==> src/rtl/victim_write_buffer.sv <==
// Victim write buffer: queues evicted dirty lines, drains them to data memory in
// the background and forwards buffered lines to cache reads before going to memory.
module victim_write_buffer #(
  parameter int LINE_SIZE       = 16,
  parameter int LINE_ADDR_WIDTH = 28,
  parameter int DEPTH           = 4
) (
  input  logic                         clk,
  input  logic                         reset,
  input  logic                         is_input_valid,
  input  logic [LINE_ADDR_WIDTH-1:0]   addr,
  input  logic                         mem_read,
  input  logic                         mem_write,
  input  logic [8*LINE_SIZE-1:0]       din,
  output logic                         is_output_valid,
  output logic [8*LINE_SIZE-1:0]       dout,
  output logic                         mem_ready,
  output logic                         dm_is_input_valid,
  output logic [LINE_ADDR_WIDTH-1:0]   dm_addr,
  output logic                         dm_mem_read,
  output logic                         dm_mem_write,
  output logic [8*LINE_SIZE-1:0]       dm_din,
  input  logic                         dm_is_output_valid,
  input  logic [8*LINE_SIZE-1:0]       dm_dout,
  input  logic                         dm_mem_ready,
  output logic [$clog2(DEPTH):0]       occupancy,
  output logic [31:0]                  number_of_forward_hits
);

  localparam int DW = 8 * LINE_SIZE;
  localparam int AW = LINE_ADDR_WIDTH;
  localparam int PW = $clog2(DEPTH);
  localparam int CW = PW + 1;

  typedef enum logic [1:0] {IDLE, RESP, RD_ISSUE, RD_WAIT} state_t;

  state_t          state_q, state_d;
  logic [PW-1:0]   head_q, head_d, tail_q, tail_d;
  logic [CW-1:0]   count_q, count_d;
  logic [AW-1:0]   rd_addr_q, rd_addr_d;
  logic [DW-1:0]   dout_q, dout_d;
  logic [31:0]     hits_q, hits_d;
  logic [AW-1:0]   addr_mem_q [DEPTH];
  logic [DW-1:0]   data_mem_q [DEPTH];

  logic            accept_s, wr_s, rd_s, hit_s, drain_s, rd_issue_s, rd_done_s;
  logic [DW-1:0]   hit_data_s;

  // Associative lookup; later (newer) entries override older matches.
  always_comb begin
    hit_s      = 1'b0;
    hit_data_s = '0;
    for (int i = 0; i < DEPTH; i++) begin
      if ((CW'(i) < count_q) && (addr_mem_q[head_q + PW'(i)] == addr)) begin
        hit_s      = 1'b1;
        hit_data_s = data_mem_q[head_q + PW'(i)];
      end else begin
        hit_data_s = hit_data_s;
      end
    end
  end

  // Request acceptance, drain decision and data-memory port muxing.
  always_comb begin
    mem_ready  = reset && (state_q == IDLE) && (count_q < CW'(DEPTH));
    accept_s   = is_input_valid && mem_ready;
    wr_s       = accept_s && mem_write;
    rd_s       = accept_s && !mem_write && mem_read;
    drain_s    = ((state_q == IDLE) || (state_q == RESP)) && (count_q != '0) && dm_mem_ready;
    rd_issue_s = (state_q == RD_ISSUE);
    rd_done_s  = (state_q == RD_WAIT) && dm_is_output_valid;

    dm_is_input_valid = rd_issue_s || drain_s;
    dm_mem_read       = rd_issue_s;
    dm_mem_write      = drain_s;
    if (rd_issue_s) begin
      dm_addr = rd_addr_q;
    end else if (drain_s) begin
      dm_addr = addr_mem_q[head_q];
    end else begin
      dm_addr = '0;
    end
    dm_din = drain_s ? data_mem_q[head_q] : '0;

    is_output_valid        = (state_q == RESP) || rd_done_s;
    dout                   = rd_done_s ? dm_dout : dout_q;
    occupancy              = count_q;
    number_of_forward_hits = hits_q;
  end

  // Next-state and datapath updates.
  always_comb begin
    state_d   = state_q;
    rd_addr_d = rd_addr_q;
    dout_d    = dout_q;
    hits_d    = hits_q;
    head_d    = drain_s ? head_q + PW'(1) : head_q;
    tail_d    = wr_s ? tail_q + PW'(1) : tail_q;
    count_d   = count_q + CW'(wr_s) - CW'(drain_s);
    case (state_q)
      IDLE: begin
        if (rd_s && hit_s) begin
          state_d = RESP;
          dout_d  = hit_data_s;
          hits_d  = hits_q + 32'd1;
        end else if (rd_s) begin
          state_d   = RD_ISSUE;
          rd_addr_d = addr;
        end else begin
          state_d = IDLE;
        end
      end
      RESP:     state_d = IDLE;
      RD_ISSUE: state_d = dm_mem_ready ? RD_WAIT : RD_ISSUE;
      RD_WAIT: begin
        if (dm_is_output_valid) begin
          state_d = IDLE;
          dout_d  = dm_dout;
        end else begin
          state_d = RD_WAIT;
        end
      end
      default:  state_d = IDLE;
    endcase
  end

  // Control and response registers.
  always_ff @(posedge clk or negedge reset) begin
    if (!reset) begin
      state_q   <= IDLE;
      head_q    <= '0;
      tail_q    <= '0;
      count_q   <= '0;
      rd_addr_q <= '0;
      dout_q    <= '0;
      hits_q    <= 32'd0;
    end else begin
      state_q   <= state_d;
      head_q    <= head_d;
      tail_q    <= tail_d;
      count_q   <= count_d;
      rd_addr_q <= rd_addr_d;
      dout_q    <= dout_d;
      hits_q    <= hits_d;
    end
  end

  // Line storage; validity is tracked purely by head/count, so no reset needed.
  always_ff @(posedge clk) begin
    if (wr_s) begin
      addr_mem_q[tail_q] <= addr;
      data_mem_q[tail_q] <= din;
    end
  end

endmodule

==> config.mk <==
export PLATFORM = sky130hd
export DESIGN_NAME = victim_write_buffer
export DESIGN_NICKNAME = d
export VERILOG_FILES = /design/src/rtl/victim_write_buffer.sv
export SDC_FILE = /design/constraint.sdc
export NUM_CORES = 2
export LEC_CHECK = 0
export CORE_MARGIN = 8
export CORE_UTILIZATION = 24
export CTS_CLUSTER_DIAMETER = 30
export CTS_CLUSTER_SIZE = 14
export DETAILED_ROUTE_END_ITERATION = 16
export PLACE_DENSITY = 0.44
export SETUP_SLACK_MARGIN = 0.15
export SLEW_MARGIN = 0
export SYNTH_ARGS = -nofsm -noshare
export SYNTH_HDL_FRONTEND = slang
export SYNTH_SLANG_ARGS = --single-unit
==> constraint.sdc <==
create_clock -name clk -period 14.9 [get_ports clk]
set_input_delay 2.98 -clock clk [delete_from_list [all_inputs] [get_ports clk]]
set_output_delay 2.98 -clock clk [all_outputs]
set_load 0.005 [all_outputs]
==> impl_metrics.toml <==
[setup_path]
cp-end-kind = "output pin"
critical_path_arrival_ns = 5.93
cp_max_fo = 77
timing.rr.end = "dout_q[40]$_DFFE_PN0P_"
reg2reg_slack_ns = 7.44
ff2ff_path_depth = 12
worst_setup_path_start_kind = "input pin"
reg2reg_from = "head_q[0]$_DFFE_PN0P_"
crit_type = "input pin to output pin"
crit_required_ns = 11.92
startpoint = "dm_is_output_valid"

[route]
viasPerCell = 5.05
met2_length_um = 91700
drc_errors = 0
drt-total-wl_um = 192000
route.met3.wl_um = 11200
routedWlPerCell_um = 24.0
top_signal_layer_used = "met5"
drt-initial-drc-count = 2717
met1_length_um = 83200
final_antenna_net_count = 0
firstDrtPassIters = 7
via_count = 40342

[clock_network]
cts_setup_buffers = 0
clkTransAtPathRegs_ns = 0.04
clock_sinks = 821
insertion_delay_ns = 0.83
htree_num_levels = 4
cts_tree = "done"
cts_buffers = 241
cts_root_buf = "clkbuf_16"
cts.path.max_buffers = 3
cts_hold_buf = 0
cts-resized-gates = 0

[power]
power_mw = 13.3
irDropWorstVdd_mv = 0.152
pwr_density_cell_nw_per_um2 = 203
leakagePower_nw = 23.5

[synthesis]
syn_nets = 4908
synth_top_area_share_pct = 38.4
synth.ff_latch_count = 821
syn-cell-area_um2 = 48900
synth_edf_count = 624
yosys_warnings = 0
yosys.cell_types.count = 63
synth-simple-area-share_pct = 11.8
netlist_top_cells_area = "edfxtp_1 38%, dfrtp_1 10%, mux2i_1 8.0%"
synth_top_family_by_area = "multiplexers"
synth_ff_type = "edfxtp_1"
synth_area_leader_cell = "edfxtp_1"
synth_xor_area_share_pct = 2.31
synth_compound_area_share_pct = 16.1
postSynth.asyncResetShare_pct = 24.0
syn_area_per_cell_um2 = 10.6
synth_fa_ha_area_share_pct = 0.271
synthMuxAreaShare_pct = 16.1
synth_seq_area_share_pct = 48.4
synthCells = 4607

[job]
cap_violations = 0

[timing]
finalSetupViolCount = 0
slew_violations = 0
hold_viol = 0
timing.fmax_mhz = 112
min_period_ns = 8.91
rsz0062_at_grt = "no"
max_slew.worst_pin.slew_ns = 1.22
fin_crit_sh_pct = 59.8
fin_skew_ns = 0.0426
relSlewSlack_pct = 18.3
setup_tns_ns = 0

[finish]
synthToLayoutAreaGrowth_pct = 33.9
drive_above_1_share_pct = 14.8
nets = 5383
final_common_cell = "edfxtp_1"
fillers = 20412
layout_common_cells = "624 x edfxtp_1, 613 x clkdlybuf4s50_1, 392 x mux2i_1"

[global_route]
grt.total_usage_pct = 16.9
grt_first_pass_wirelength_um = 280000
grt_overflow = 0
grt_pass1_vias = 41132
grt_max_degree = 202
antenna_found_initial = 35

[status]
outcome = "complete, no violations"

[placed_design]
gp_congestion = 0.820
numPortBuffers = 614
dpl.hpwl_um = 121000

[floorplan]
core_area_um2 = 202000
num_io_pins = 615
dieHeight_um = 467
fp.dieW_um = 467
fp-row-count = 165
die_area_um2 = 218000
start_util_pct = 24.1

[worst_hold_path]
hold_class = "flip-flop to flip-flop"
holdPathEnd = "number_of_forward_hits[31]$_DFFE_PN0P_"
hold_start = "number_of_forward_hits[31]$_DFFE_PN0P_"
hold_depth = 1
==> routing by layer <==
| metal | up-vias | global-route usage [%] |
|---|---|---|
| met1 | 20199 | 21.4 |
| met2 | 1291 | 28.4 |
| met3 | 328 | 3.75 |
| li1 | 18504 | - |
| met5 | - | 0 |
| met4 | 20 | 6.01 |
==> worst max-delay path by stage <==
stage                                            end  depth (start not counted)  slack, ns
after CTS                                   dout[73]                          6       5.97
after global routing                      dm_din[85]                          7       5.74
final                                       dout[66]                          6       5.99
after global placement        dout_q[60]$_DFFE_PN0P_                         11       5.60
after floorplan           addr_mem_q[0][0]$_DFFE_PP_                          4       6.94
after detailed placement      dout_q[64]$_DFFE_PN0P_                         11       5.48
==> area by class of cell <==
type	instances	area (um^2)	area share (%)
clock buffer	323	6620	10.1
timing repair buffer	678	6770	10.3
clock inverter	136	1580	2.42
tap	2672	3340	5.11
multi-input combinational	3196	22800	34.9
sequential	821	23700	36.2
inverter	144	548	0.838
antenna	19	47.5	0.0727
==> synthesized netlist by cell type (76+ instances only) <==
cell type,instances
a2111oi_0,138
o31a_1,129
o21ai_0,146
clkbuf_1,317
o221ai_1,128
mux2_2,299
nand2_1,300
edfxtp_1,624
mux2i_1,392
nor2_1,280
dfrtp_1,197
nor2b_1,135
a31oi_1,129
and2_1,137
xnor2_1,76
o211ai_1,133
inv_1,143
a21oi_1,267
nor3_1,268
==> state kept, by name (all words and copies together), names as in the netlist <==
register and cells:
addr_mem_q 112, rd_addr_q 28, dout_q 128, state_q 2, occupancy 3, number_of_forward_hits 32, head_q 2, tail_q 2
data_mem_q 512
==> logic make-up (layout without fill, tap and decap cells) <==
kind of cell,Yosys count,in the layout
xor+xnor,129,129
buf+inv,590,1281
flops,821,821
other cells,0,19
fa+ha+maj,10,10
simple gates,1210,1210
compound gates,1129,1129
mux,718,718
==> per-stage QoR <==
stage	hold slack [ns]	utilization (%)	instances	cell area, um^2	setup slack [ns]
6_report	0.481	32.3	7989	65400	5.99
5_1_grt	0.508	32.3	7980	65400	5.74
4_1_cts	0.484	32.3	7970	65400	5.97
3_5_place_dp	0.476	28.3	7511	57200	5.48
3_3_place_gp	0.467	28.3	7511	57200	5.60
2_1_floorplan	0.468	-	4607	48900	6.94
==> critical path: stages <==
cell	delay (ns)
clkdlybuf4s50_1	0.48
and3_4	0.40
buf_4	0.65
buf_12	0.39
mux2_2	0.40
clkdlybuf4s50_1	0.45
==> power breakdown <==
part           total (mW)  leakage, nW  internal (mW)  switching [mW]
Clock                5.05         4.01           3.53            1.52
Sequential           2.98         8.04           2.73           0.248
Combinational        5.27         11.4           2.28            2.99
(Power assumes the default switching activity.)
